$ cat src/rtl/motor_cmd_seq.sv
// Two-side motor command sequencer: slew-limited ramp per side with a zero-speed
// brake dwell inserted on every direction reversal; all outputs are registered.
module motor_cmd_seq #(
    parameter int unsigned STEP        = 64,
    parameter int unsigned TICK_DIV    = 1000,
    parameter int unsigned BRAKE_TICKS = 8
) (
    input  logic               clk,
    input  logic               rst_n,
    input  logic               cmd_vld,
    input  logic signed [10:0] cmd_lft,
    input  logic signed [10:0] cmd_rht,
    output logic               cmd_rdy,
    input  logic               estop,
    output logic signed [10:0] lft,
    output logic signed [10:0] rht,
    output logic               busy
);

    localparam int unsigned CW = (TICK_DIV > 2) ? $clog2(TICK_DIV) : 1;
    localparam int unsigned DW = (BRAKE_TICKS > 1) ? $clog2(BRAKE_TICKS + 1) : 1;
    localparam logic signed [11:0] STEP12     = 12'(STEP);
    localparam logic [CW-1:0]      TICK_LAST  = CW'(TICK_DIV - 1);
    localparam logic [DW-1:0]      DWELL_INIT = DW'(BRAKE_TICKS);

    typedef enum logic {
        RUN = 1'b0,
        BRK = 1'b1
    } side_state_t;

    side_state_t        st_q    [2];
    side_state_t        st_d    [2];
    logic [DW-1:0]      dwell_q [2];
    logic [DW-1:0]      dwell_d [2];
    logic signed [10:0] cur_q   [2];
    logic signed [10:0] cur_d   [2];
    logic signed [10:0] tgt_q   [2];
    logic signed [10:0] tgt_d   [2];
    logic signed [10:0] cmd_sat [2];
    logic [CW-1:0]      cnt_q;
    logic [CW-1:0]      cnt_d;
    logic               tick;
    logic               take;
    logic               busy_d;
    logic               rdy_d;

    function automatic logic signed [10:0] sat11(input logic signed [10:0] v);
        return (v == 11'h400) ? 11'h401 : v;
    endfunction

    // One ramp/dwell update for a single side; 12-bit intermediates keep
    // tgt-cur and the stepped value from wrapping.
    function automatic void side_step(
        input  side_state_t        st,
        input  logic [DW-1:0]      dw,
        input  logic signed [10:0] cur,
        input  logic signed [10:0] tgt,
        output side_state_t        st_n,
        output logic [DW-1:0]      dw_n,
        output logic signed [10:0] cur_n
    );
        logic signed [11:0] c12;
        logic signed [11:0] d12;
        logic signed [11:0] mag_c;
        logic signed [11:0] mag_d;
        c12   = {cur[10], cur};
        d12   = {tgt[10], tgt} - c12;
        mag_c = c12[11] ? -c12 : c12;
        mag_d = d12[11] ? -d12 : d12;
        st_n  = st;
        dw_n  = dw;
        cur_n = cur;
        if (st == BRK) begin
            dw_n = dw - 1'b1;
            if (dw == DW'(1)) begin
                st_n = RUN;
            end
        end else if (cur != '0 && tgt != '0 && cur[10] != tgt[10]) begin
            if (mag_c <= STEP12) begin
                cur_n = '0;
                st_n  = BRK;
                dw_n  = DWELL_INIT;
            end else begin
                cur_n = c12[11] ? 11'(c12 + STEP12) : 11'(c12 - STEP12);
            end
        end else if (mag_d <= STEP12) begin
            cur_n = tgt;
        end else begin
            cur_n = d12[11] ? 11'(c12 - STEP12) : 11'(c12 + STEP12);
        end
    endfunction

    assign cmd_sat[0] = sat11(cmd_lft);
    assign cmd_sat[1] = sat11(cmd_rht);
    assign tick       = (cnt_q == TICK_LAST);
    assign take       = cmd_vld & cmd_rdy & ~estop;
    assign lft        = cur_q[0];
    assign rht        = cur_q[1];

    // State register
    always_ff @(posedge clk) begin
        if (!rst_n) begin
            for (int unsigned i = 0; i < 2; i++) begin
                st_q[i]    <= RUN;
                dwell_q[i] <= '0;
                cur_q[i]   <= '0;
                tgt_q[i]   <= '0;
            end
            cnt_q   <= '0;
            busy    <= 1'b0;
            cmd_rdy <= 1'b1;
        end else begin
            for (int unsigned i = 0; i < 2; i++) begin
                st_q[i]    <= st_d[i];
                dwell_q[i] <= dwell_d[i];
                cur_q[i]   <= cur_d[i];
                tgt_q[i]   <= tgt_d[i];
            end
            cnt_q   <= cnt_d;
            busy    <= busy_d;
            cmd_rdy <= rdy_d;
        end
    end

    // Next-state logic; a tick on the capture edge still uses the old targets
    always_comb begin
        cnt_d = tick ? '0 : cnt_q + 1'b1;
        for (int unsigned i = 0; i < 2; i++) begin
            st_d[i]    = st_q[i];
            dwell_d[i] = dwell_q[i];
            cur_d[i]   = cur_q[i];
            tgt_d[i]   = take ? cmd_sat[i] : tgt_q[i];
            if (tick) begin
                side_step(st_q[i], dwell_q[i], cur_q[i], tgt_q[i],
                          st_d[i], dwell_d[i], cur_d[i]);
            end
        end
        if (estop) begin
            cnt_d = '0;
            for (int unsigned i = 0; i < 2; i++) begin
                st_d[i]    = RUN;
                dwell_d[i] = '0;
                cur_d[i]   = '0;
                tgt_d[i]   = '0;
            end
        end
    end

    // Registered status outputs are decoded from the next state
    always_comb begin
        busy_d = (cur_d[0] != tgt_d[0]) || (cur_d[1] != tgt_d[1]) ||
                 (st_d[0] == BRK) || (st_d[1] == BRK);
        rdy_d  = !estop && (st_d[0] == RUN) && (st_d[1] == RUN);
    end

endmodule
$ cat config.mk
export PLATFORM = sky130hd
export DESIGN_NAME = motor_cmd_seq
export DESIGN_NICKNAME = d
export VERILOG_FILES = /design/src/rtl/motor_cmd_seq.sv
export SDC_FILE = /design/constraint.sdc
export NUM_CORES = 1
export LEC_CHECK = 0
export BUFFER_PORTS_ARGS = -buffer_cell sky130_fd_sc_hd__buf_2
export CELL_PAD_IN_SITES_DETAIL_PLACEMENT = 0
export CELL_PAD_IN_SITES_GLOBAL_PLACEMENT = 2
export CORE_MARGIN = 8
export CORE_UTILIZATION = 23
export CTS_BUF_LIST = sky130_fd_sc_hd__clkbuf_8
export CTS_CLUSTER_SIZE = 16
export DETAILED_ROUTE_END_ITERATION = 12
export PLACE_DENSITY_LB_ADDON = 0.12
export SLEW_MARGIN = 20
export SYNTH_ARGS = -nofsm -noshare
export SYNTH_HDL_FRONTEND = slang
export SYNTH_SLANG_ARGS = --single-unit
$ cat constraint.sdc
create_clock -name clk -period 10.1 [get_ports clk]
set_input_delay 2.02 -clock clk [delete_from_list [all_inputs] [get_ports clk]]
set_output_delay 2.02 -clock clk [all_outputs]
set_load 0.1 [all_outputs]
==> results of run 1 <==
layout make-up:
cell class | instances | area, µm²
clock inverter | 7 | 141.4
multi-input combinational | 672 | 4486
inverter | 49 | 183.9
clock buffer | 9 | 123.9
timing repair buffer | 57 | 305.3
sequential | 66 | 1321
tap | 335 | 419.2
fill | 2882 | 19080
worst max path at each step:
stage,cells past startpoint,slack (ns),end
CTS,15,4.32,busy$_SDFF_PN0_
global route,15,3.71,busy$_SDFF_PN0_
floorplan,18,4.97,busy$_SDFF_PN0_
global placement,14,4.36,busy$_SDFF_PN0_
detailed placement,15,4.37,busy$_SDFF_PN0_
finish,15,4.36,busy$_SDFF_PN0_
metal layers:
layer  GRT usage, %  up-vias  share of wire [%]
li1               -     3119                  -
met1          19.01     3125                 47
met2          24.53      155                 47
met3          1.959       23                3.7
met4          4.478        0                1.8
met5              0        -                  0
logic make-up (layout without fill, tap and decap cells):
group,after synthesis,in the layout
and+or+nand+nor,313,313
DFF,66,66
xor gates and xnor gates,42,42
AOI/OAI and AO/OA,243,243
adders and majority gates,39,39
buffers and inverters,77,122
muxes,35,35
sequential cells by signal, summed over array words and instances, names as in the netlist:
register / flops
busy: 1
cmd_rdy: 1
cnt_q: 10
cur_q: 22
dwell_q: 8
st_q: 2
tgt_q: 22
placed cells by master, fill, tap and decap left out, types with 5 or more instances in the layout:
cell      instances
mux2i_1          31
clkbuf_8          9
nor4_1           26
nand3_1          26
nor2b_1           7
a22oi_1          13
a311oi_1          5
xor2_1           17
o21ai_0          31
o211ai_1          9
a21o_1            9
nor2_1           97
nor3_1           20
or3_1             5
buf_2            49
buf_4             8
o22ai_1           5
nand4_1          10
nand2b_1         14
and2_1            5
dfxtp_1          66
a21oi_1          71
inv_1            48
o31ai_1           5
ha_1             37
a211o_1           5
a211oi_1          9
a31oi_1          10
a221oi_1          6
xnor2_1          25
nand2_1          65
and3_1           15
a32oi_1           5
report_power, final:
part | switching [mW] | internal, mW
sequential | 0.00628 | 0.264
combinational | 0.126 | 0.0769
clock | 0.116 | 0.190
==> flow_metrics.py, run 1 <==
metrics = {
    "status": {
        "status": "complete, no violations",
    },
    "synthesis": {
        "syn_nets": 880,
        "ys_types": 81,
        "syn_area_per_cell_um2": 7.484,
        "synthMuxAreaShare_pct": 5.826,
        "synth_area_leader_cell": "dfxtp_1",
        "synth_fa_ha_area_share_pct": 8.246,
        "ys_top_cells_by_count": "nor2_1, a21oi_1, dfxtp_1, nand2_1, inv_1",
        "synth_area_leaders": "dfxtp_1, ha_1, nor2_1, a21oi_1, mux2i_1",
        "yosysMostFrequentCell": "nor2_1",
        "synth_compound_area_share_pct": 27.92,
        "seq_area_frac_synth_pct": 21.66,
        "synth_top_family_by_area": "compound AO/OA/AOI/OAI gates",
        "synth_xor_area_share_pct": 6.031,
        "synth.top_cell.area_share_pct": 21.66,
        "synth_flop_cell": "dfxtp_1",
        "async_flop_share_pct": 0,
        "yosys_register_bits": 66,
        "synth-edff-count": 0,
        "synth_area_um2": 6100,
        "synth-simple-area-share_pct": 25.48,
        "yosysWarnings": 0,
        "syn_inst": 815,
    },
    "final_layout": {
        "final_layout_size_suffix_gt1_share_pct": 11.51,
        "final_cell_area_um2": 6980,
        "n_antenna_cell": 0,
        "fin_util_pct": 26.79,
        "areaGrowthSynthToFinish_pct": 14.44,
        "fin_cells": 1195,
        "nNetsFinal": 920,
    },
    "worst_setup_path": {
        "r2r_slack_ns": 4.36,
        "worstPathRequired_ns": 10.34,
        "crit_family": "compound AO/OA/AOI/OAI gates",
        "cp_data_arrival_time_ns": 5.98,
        "critPathMostFrequentCell": "o21ai_0",
        "endpoint_kind": "register",
        "reg2reg_depth": 15,
        "max_stage_delay_ns": 0.80,
        "crit_start": "cur_q[0][17]$_SDFF_PN0_",
        "reg2reg_from": "cur_q[0][17]$_SDFF_PN0_",
        "cpMaxStageDelayCell": "a21oi_2",
        "startpoint_type": "register",
        "cp_num_buf_inv": 1,
        "crit_chain": "inv_1 > ha_1 > a2111o_1 > o21ai_0 > a21boi_0 > o21ai_0 > a32oi_1 > a21oi_1 > o211ai_1 > a21oi_2 > nand2b_1 > mux2i_1 > a221oi_1 > nand4_1 > o41a_1",
        "critPathMaxFanout": 15,
        "r2r-end": "busy$_SDFF_PN0_",
        "crit_type": "register to register",
    },
    "worst_hold_path": {
        "holdPathStages": 1,
        "hp-start": "cnt_q[0]$_SDFF_PP0_",
        "hold_class": "register to register",
        "holdPathEnd": "cnt_q[0]$_SDFF_PP0_",
    },
    "global_routing": {
        "grt_pass1_vias": 6255,
        "antenna_found_initial": 0,
        "grt_overflow_total": 0,
        "grt_usage_pct": 14.59,
        "grt_pass1_wl_um": 36290,
        "grt_max_degree": 50,
    },
    "timing": {
        "finalSetupViolations": 0,
        "final_hold_viol_count": 0,
        "fin_skew_ns": 0.01117,
        "max_freq_ghz": 0.1741,
        "worst_pin_slew_ns": 0.9468,
        "drv_slew": 0,
        "setup_tns_ns": 0,
        "setup_ws_ns": 4.358,
        "worst_hold_slack_ns": 0.4787,
        "post-route-period-util_pct": 56.86,
        "rsz0062_at_grt": "no",
        "finalCriticalPeriod_ns": 5.743,
        "max_slew_margin_pct": 36.34,
    },
    "die": {
        "die_w_um": 178.9,
        "ios": 50,
        "start_util_pct": 23.41,
        "core-area_um2": 26060,
        "die-area_um2": 31990,
        "die_y_um": 178.9,
        "rows": 59,
    },
    "place": {
        "place.port_buffers": 49,
        "dpl_worst_slack_ns": 4.371,
        "placedInstanceArea_um2": 6715,
        "hpwlAfterDp_um": 18610,
        "gp_congestion": 0.8307,
        "place_inst": 1179,
    },
    "clocking": {
        "cts_tree": "yes",
        "cts_buffer_depth": 2,
        "cts_setup_buffers": 0,
        "clk_latency_ns": 0.36,
        "htree_levels": 3,
        "clkTransAtPathRegs_ns": 0.08,
        "cts_buffers": 9,
        "clkSinkCount": 66,
        "cts_hold_buf": 0,
        "cts_root_buf": "clkbuf_8",
        "cts-resized-gates": 0,
    },
    "routing": {
        "drtIter0Drc": 416,
        "via_per_inst": 5.374,
        "route.vias.total": 6422,
        "drt_drc_violations_left": 0,
        "drt_pass1_iterations": 5,
        "wl_per_cell_um": 19.68,
        "wl_um": 23520,
        "drtAntennaViolNets": 0,
    },
    "power": {
        "power_uw": 778.5,
        "powerDensity_nw_per_um2": 111.5,
        "max-vdd-ir-drop_mv": 0.04490,
        "total_leakage_power_nw": 2.665,
    },
    "run": {
        "maxCapViolations": 0,
    },
}
Power figures use the tool's default switching activity.
==> run 2: changes to the inputs <==
Clock period 10.1 ns to 4.6 ns, I/O delays scaled along.
==> flow_metrics.py, run 2 (synthesis gave the netlist of run 1 again) <==
metrics = {
    "status": {
        "status": "complete, no violations",
    },
    "timing": {
        "final_hold_viol_count": 0,
        "finalCriticalPeriod_ns": 4.489,
        "fin_skew_ns": 0.01210,
        "worst_hold_slack_ns": 0.4648,
        "worst_pin_slew_ns": 0.7784,
        "finalSetupViolations": 0,
        "setup_ws_ns": 0.1112,
        "max_slew_margin_pct": 47.66,
        "max_freq_ghz": 0.2228,
        "post-route-period-util_pct": 97.58,
        "drv_slew": 0,
    },
    "power": {
        "p_comb_share_pct": 33.9,
        "sw_frac_of_total_pct": 34.06,
        "p_sw_uw": 592.0,
        "max-vdd-ir-drop_mv": 0.09868,
        "cellInternalPower_mw": 1.146,
        "power_frac_seq_pct": 33.6,
        "power_frac_clock_pct": 32.4,
        "total_leakage_power_nw": 3.208,
        "powerDensity_nw_per_um2": 215.9,
    },
    "die": {
        "die-area_um2": 31990,
        "core-area_um2": 26060,
        "die_w_um": 178.9,
        "rows": 59,
        "start_util_pct": 23.41,
        "ios": 50,
        "die_y_um": 178.9,
    },
    "routing": {
        "drtIter0Drc": 344,
        "via_per_inst": 5.186,
        "drtAntennaViolNets": 0,
        "drt_drc_violations_left": 0,
        "wl_um": 24530,
        "wl_per_cell_um": 19.00,
        "route.vias.total": 6695,
        "drt_pass1_iterations": 5,
    },
    "worst_setup_path": {
        "max_stage_delay_ns": 0.42,
        "reg2reg_from": "tgt_q[0][0]$_SDFF_PN0_",
        "cp_data_arrival_time_ns": 4.72,
        "cp_num_buf_inv": 5,
        "crit_family": "compound AO/OA/AOI/OAI gates",
        "r2r_slack_ns": 0.11,
        "worstPathRequired_ns": 4.84,
        "crit_type": "register to register",
        "startpoint_type": "register",
        "endpoint_kind": "register",
        "critPathMaxFanout": 4,
        "reg2reg_depth": 21,
        "r2r-end": "busy$_SDFF_PN0_",
        "cpMaxStageDelayCell": "o41a_1",
        "crit_chain": "inv_2 > ha_4 > fa_2 > nand2b_4 > a21o_4 > a211o_1 > nor3_4 > a41oi_2 > xor2_2 > nor4_4 > buf_4 > buf_6 > buf_4 > o31a_1 > buf_6 > nor2_4 > mux2_2 > o22ai_1 > a221oi_2 > nand4_1 > o41a_1",
    },
    "global_routing": {
        "grt_max_degree": 50,
        "grt_pass1_wl_um": 38000,
        "grt_pass1_vias": 6621,
        "grt_overflow_total": 0,
        "grt_usage_pct": 15.24,
        "antenna_found_initial": 0,
    },
    "place": {
        "place_inst": 1266,
        "hpwlAfterDp_um": 20030,
        "place.port_buffers": 49,
        "dpl_worst_slack_ns": -0.03442,
        "gp_congestion": 0.8670,
    },
    "clocking": {
        "cts_buffers": 9,
        "cts_buffer_depth": 2,
        "clkTransAtPathRegs_ns": 0.08,
        "clk_latency_ns": 0.36,
        "clkSinkCount": 66,
        "htree_levels": 3,
        "cts_root_buf": "clkbuf_8",
        "cts_tree": "yes",
    },
    "final_layout": {
        "multi_input_area_um2": 4833,
        "areaGrowthSynthToFinish_pct": 31.98,
        "n_antenna_cell": 0,
        "final_common_cell": "buf_4",
        "largest_registers": "cur_q x22, tgt_q x22, cnt_q x10",
        "final_layout_size_suffix_gt1_share_pct": 27.62,
        "ff_latch_area_um2": 1355,
        "fillCellCount": 2827,
        "nNetsFinal": 1017,
        "most-common-layout-cells": "buf_4, nor2_1, a21oi_1",
        "fin_cells": 1291,
    },
    "worst_hold_path": {
        "holdPathEnd": "cnt_q[0]$_SDFF_PP0_",
        "hold_class": "register to register",
        "hp-start": "cnt_q[0]$_SDFF_PP0_",
        "holdPathStages": 1,
    },
    "run": {
        "maxCapViolations": 0,
    },
}
-- run 2: cell count changes in the layout (fill, tap and decap cells not counted), sizes merged --
cell / before / now
clkinvlp: 0 / 2
clkinv: 3 / 2
bufinv: 4 / 2
buf: 57 / 154
-- run 2: repair_timing --
| action | CTS | global route |
|---|---|---|
| setup buffers | 0 | 10 |
| setup endpoints to repair | 1 | 1 |
| gates resized for setup | 9 | 58 |
| pin swaps | 2 | 23 |
| endpoints found under the hold margin | 0 | 0 |
| hold buffers | 0 | 0 |
-- run 2: per-layer routing --
metal | wire, µm | GRT usage, %
met1 | 11380 | 19.69
met4 | 382 | 4.203
met2 | 11970 | 26.35
met3 | 799 | 1.643
met5 | 0 | 0
-- run 2: metrics by stage --
step,util (%),power (mW),cell area [µm²],TNS (ns)
after floorplan,-,0.9275,6138,0
after global placement,28.42,1.117,7407,0
after detailed placement,28.44,1.117,7412,-0.03442
after CTS,29.47,1.693,7680,0
after global routing,30.89,1.829,8050,-0.03433
final,30.89,1.738,8050,0
-- run 2: area by class of cell --
cell class | count | area share (%)
Tap cell | 335 | 5.207
Inverter | 49 | 2.285
Clock inverter | 6 | 1.119
Sequential cell | 66 | 16.83
Clock buffer | 9 | 1.539
Multi-Input combinational cell | 672 | 60.04
Timing Repair Buffer | 154 | 12.98
-- run 2: worst max path at each step --
stage	start	to	cells after the start
3_5_place_dp	tgt_q[0][0]$_SDFF_PN0_	busy$_SDFF_PN0_	17
5_1_grt	tgt_q[0][0]$_SDFF_PN0_	busy$_SDFF_PN0_	21
2_1_floorplan	cur_q[0][17]$_SDFF_PN0_	busy$_SDFF_PN0_	18
6_report	tgt_q[0][0]$_SDFF_PN0_	busy$_SDFF_PN0_	21
4_1_cts	tgt_q[0][11]$_SDFF_PN0_	busy$_SDFF_PN0_	21
3_3_place_gp	tgt_q[0][0]$_SDFF_PN0_	busy$_SDFF_PN0_	17
-- run 2: worst reg2reg max path, stage by stage (launching register included) --
cell and delay (ns):
dfxtp_2 0.34, inv_2 0.05, ha_4 0.17, fa_2 0.42, nand2b_4 0.20, a21o_4 0.25
a211o_1 0.31, nor3_4 0.24, a41oi_2 0.17, xor2_2 0.22, nor4_4 0.29, buf_4 0.18
buf_6 0.11, buf_4 0.11, o31a_1 0.13, buf_6 0.13, nor2_4 0.04, mux2_2 0.21
o22ai_1 0.08, a221oi_2 0.19, nand4_1 0.12, o41a_1 0.42
-- run 2: power groups by stage --
| stage | clock, mW | sequential (mW) | combinational (mW) |
|---|---|---|---|
| after detailed placement | 0 | 0.598 | 0.519 |
| after floorplan | 0 | 0.604 | 0.324 |
| after global routing | 0.605 | 0.586 | 0.638 |
| final | 0.564 | 0.585 | 0.589 |
| after CTS | 0.579 | 0.585 | 0.529 |
| after global placement | 0 | 0.598 | 0.519 |
==> run 3: changes to the inputs <==
Settings changed: RECOVER_POWER set to 25.
==> flow_metrics.py, run 3 (synthesis gave the netlist of run 1 again) <==
metrics = {
    "status": {
        "status": "finished, violations left",
        "violations": "max-capacitance violations, max-slew violations",
    },
    "clocking": {
        "cts_buffer_depth": 2,
        "cts_root_buf": "clkbuf_8",
        "cts_tree": "yes",
        "htree_levels": 3,
        "cts_hold_buf": 0,
        "clkTransAtPathRegs_ns": 0.08,
        "cts_buffers": 9,
        "clkSinkCount": 66,
        "clk_latency_ns": 0.36,
    },
    "routing": {
        "drt_drc_violations_left": 0,
        "drt_pass1_iterations": 4,
        "route.vias.total": 6695,
        "routed.top_layer": "met4",
        "route.met2.wl_um": 11950,
        "via_per_inst": 5.186,
        "wl_per_cell_um": 19.00,
        "wl_met3_um": 779,
        "drtIter0Drc": 344,
        "wl_um": 24530,
        "drtAntennaViolNets": 0,
        "drt-met1-wl_um": 11410,
    },
    "place": {
        "placedInstanceArea_um2": 7412,
        "place.port_buffers": 49,
        "place_inst": 1266,
        "hpwlAfterDp_um": 20030,
        "gp_congestion": 0.8670,
    },
    "timing": {
        "max_slew_margin_pct": -43.05,
        "max_freq_ghz": 0.2228,
        "fin_skew_ns": 0.01188,
        "finalSetupViolations": 0,
        "setup_tns_ns": 0,
        "drv_slew": 50,
        "finalCriticalPeriod_ns": 4.489,
        "worst_pin_slew_ns": 2.146,
        "final_hold_viol_count": 0,
        "post-route-period-util_pct": 97.59,
    },
    "final_layout": {
        "largest_registers": "cur_q x22, tgt_q x22, cnt_q x10",
        "multi_input_area_um2": 4826,
        "nNetsFinal": 1017,
        "final_cell_area_um2": 8040,
        "final_layout_size_suffix_gt1_share_pct": 27.30,
        "final_common_cell": "buf_4",
        "fillCellCount": 2827,
        "fin_cells": 1291,
        "n_antenna_cell": 0,
        "ff_latch_area_um2": 1355,
        "most-common-layout-cells": "buf_4, nor2_1, a21oi_1",
        "areaGrowthSynthToFinish_pct": 31.82,
    },
    "global_routing": {
        "antenna_found_initial": 0,
        "grt_usage_pct": 15.24,
        "grt_pass1_wl_um": 38000,
        "grt_overflow_total": 0,
        "grt_pass1_vias": 6621,
        "grt_max_degree": 50,
    },
    "worst_hold_path": {
        "holdPathStages": 1,
        "hold_class": "register to register",
    },
    "power": {
        "p_sw_uw": 591.4,
        "total_leakage_power_nw": 3.196,
        "sw_frac_of_total_pct": 34.05,
        "power_frac_seq_pct": 33.7,
        "power_frac_clock_pct": 32.5,
        "p_comb_share_pct": 33.9,
        "cellInternalPower_mw": 1.146,
        "max-vdd-ir-drop_mv": 0.09868,
        "powerDensity_nw_per_um2": 216.0,
    },
    "worst_setup_path": {
        "endpoint_kind": "register",
        "cp_data_arrival_time_ns": 4.73,
        "crit_chain": "inv_2 > ha_4 > fa_2 > nand2b_4 > a21o_4 > a211o_1 > nor3_4 > a41oi_2 > xor2_2 > nor4_4 > buf_4 > buf_6 > buf_4 > o31a_1 > buf_6 > nor2_4 > mux2_2 > o22ai_1 > a221oi_2 > nand4_1 > o41a_1",
        "max_stage_delay_ns": 0.42,
        "cpMaxStageDelayCell": "o41a_1",
        "crit_type": "register to register",
        "reg2reg_depth": 21,
        "startpoint_type": "register",
        "critPathMaxFanout": 4,
        "worstPathRequired_ns": 4.84,
    },
    "die": {
        "die_y_um": 178.9,
        "die_w_um": 178.9,
        "rows": 59,
        "core-area_um2": 26060,
        "start_util_pct": 23.41,
        "die-area_um2": 31990,
        "ios": 50,
    },
    "run": {
        "maxCapViolations": 1,
    },
}
[run 3: changes by cell type in the layout (fill, tap and decap cells not counted), sizes merged]
| cell | change |
|---|---|
| clkbuf | +2 |
| buf | -2 |
[run 3: path summary, 6_finish.rpt]
kind                           from  slack (ns)             endpoint
max          tgt_q[0][0]$_SDFF_PN0_        0.11      busy$_SDFF_PN0_
min             cnt_q[0]$_SDFF_PP0_        0.46  cnt_q[0]$_SDFF_PP0_
max reg2reg  tgt_q[0][0]$_SDFF_PN0_        0.11      busy$_SDFF_PN0_
min reg2reg     cnt_q[0]$_SDFF_PP0_        0.46  cnt_q[0]$_SDFF_PP0_
[run 3: metal layers]
metal  vias up  track usage [%]
li1       3313                -
met1      3246            19.69
met2       116            26.35
met3        20            1.643
met4         0            4.203
met5         -                0
[run 3: stage by stage]
stage | utilization [%] | setup slack, ns | power [mW] | hold WS, ns
after floorplan | - | 0.004623 | 0.9275 | 0.4299
after global placement | 28.42 | 0.06873 | 1.117 | 0.4435
after global routing | 30.85 | -0.03434 | 1.828 | 0.4938
after detailed placement | 28.44 | -0.03442 | 1.117 | 0.4548
final | 30.85 | 0.1108 | 1.737 | 0.4648
after CTS | 29.47 | 0.01329 | 1.693 | 0.4746
[run 3: power by group through the flow]
stage          sequential, mW  clock (mW)  combinational (mW)
6_report                0.585       0.564               0.588
3_3_place_gp            0.598           0               0.519
5_1_grt                 0.586       0.605               0.637
4_1_cts                 0.585       0.579               0.529
2_1_floorplan           0.604           0               0.324
3_5_place_dp            0.598           0               0.519
[run 3: area by class of cell]
cell class	count	area share, %
clock buffer	9	1.541
clock inverter	6	1.120
inverter	49	2.288
multi-input combinational	672	60.02
sequential	66	16.85
tap	335	5.213
timing repair buffer	154	12.96
[run 3: what timing repair did]
item	4_1_cts	5_1_grt
gates resized for setup	9	58
endpoints found under the setup margin	1	1
gates cloned	0	0
setup buffers	0	10
pin swaps	2	23
[run 3: worst max-delay path: cells and delay by family, from the launching register on]
family	cells	cell delay, ns
xor gates and xnor gates	1	0.22
DFF	1	0.34
muxes	1	0.21
and+or+nand+nor	5	0.89
adders and majority gates	2	0.58
buffers and inverters	5	0.58
AOI/OAI and AO/OA	7	1.55
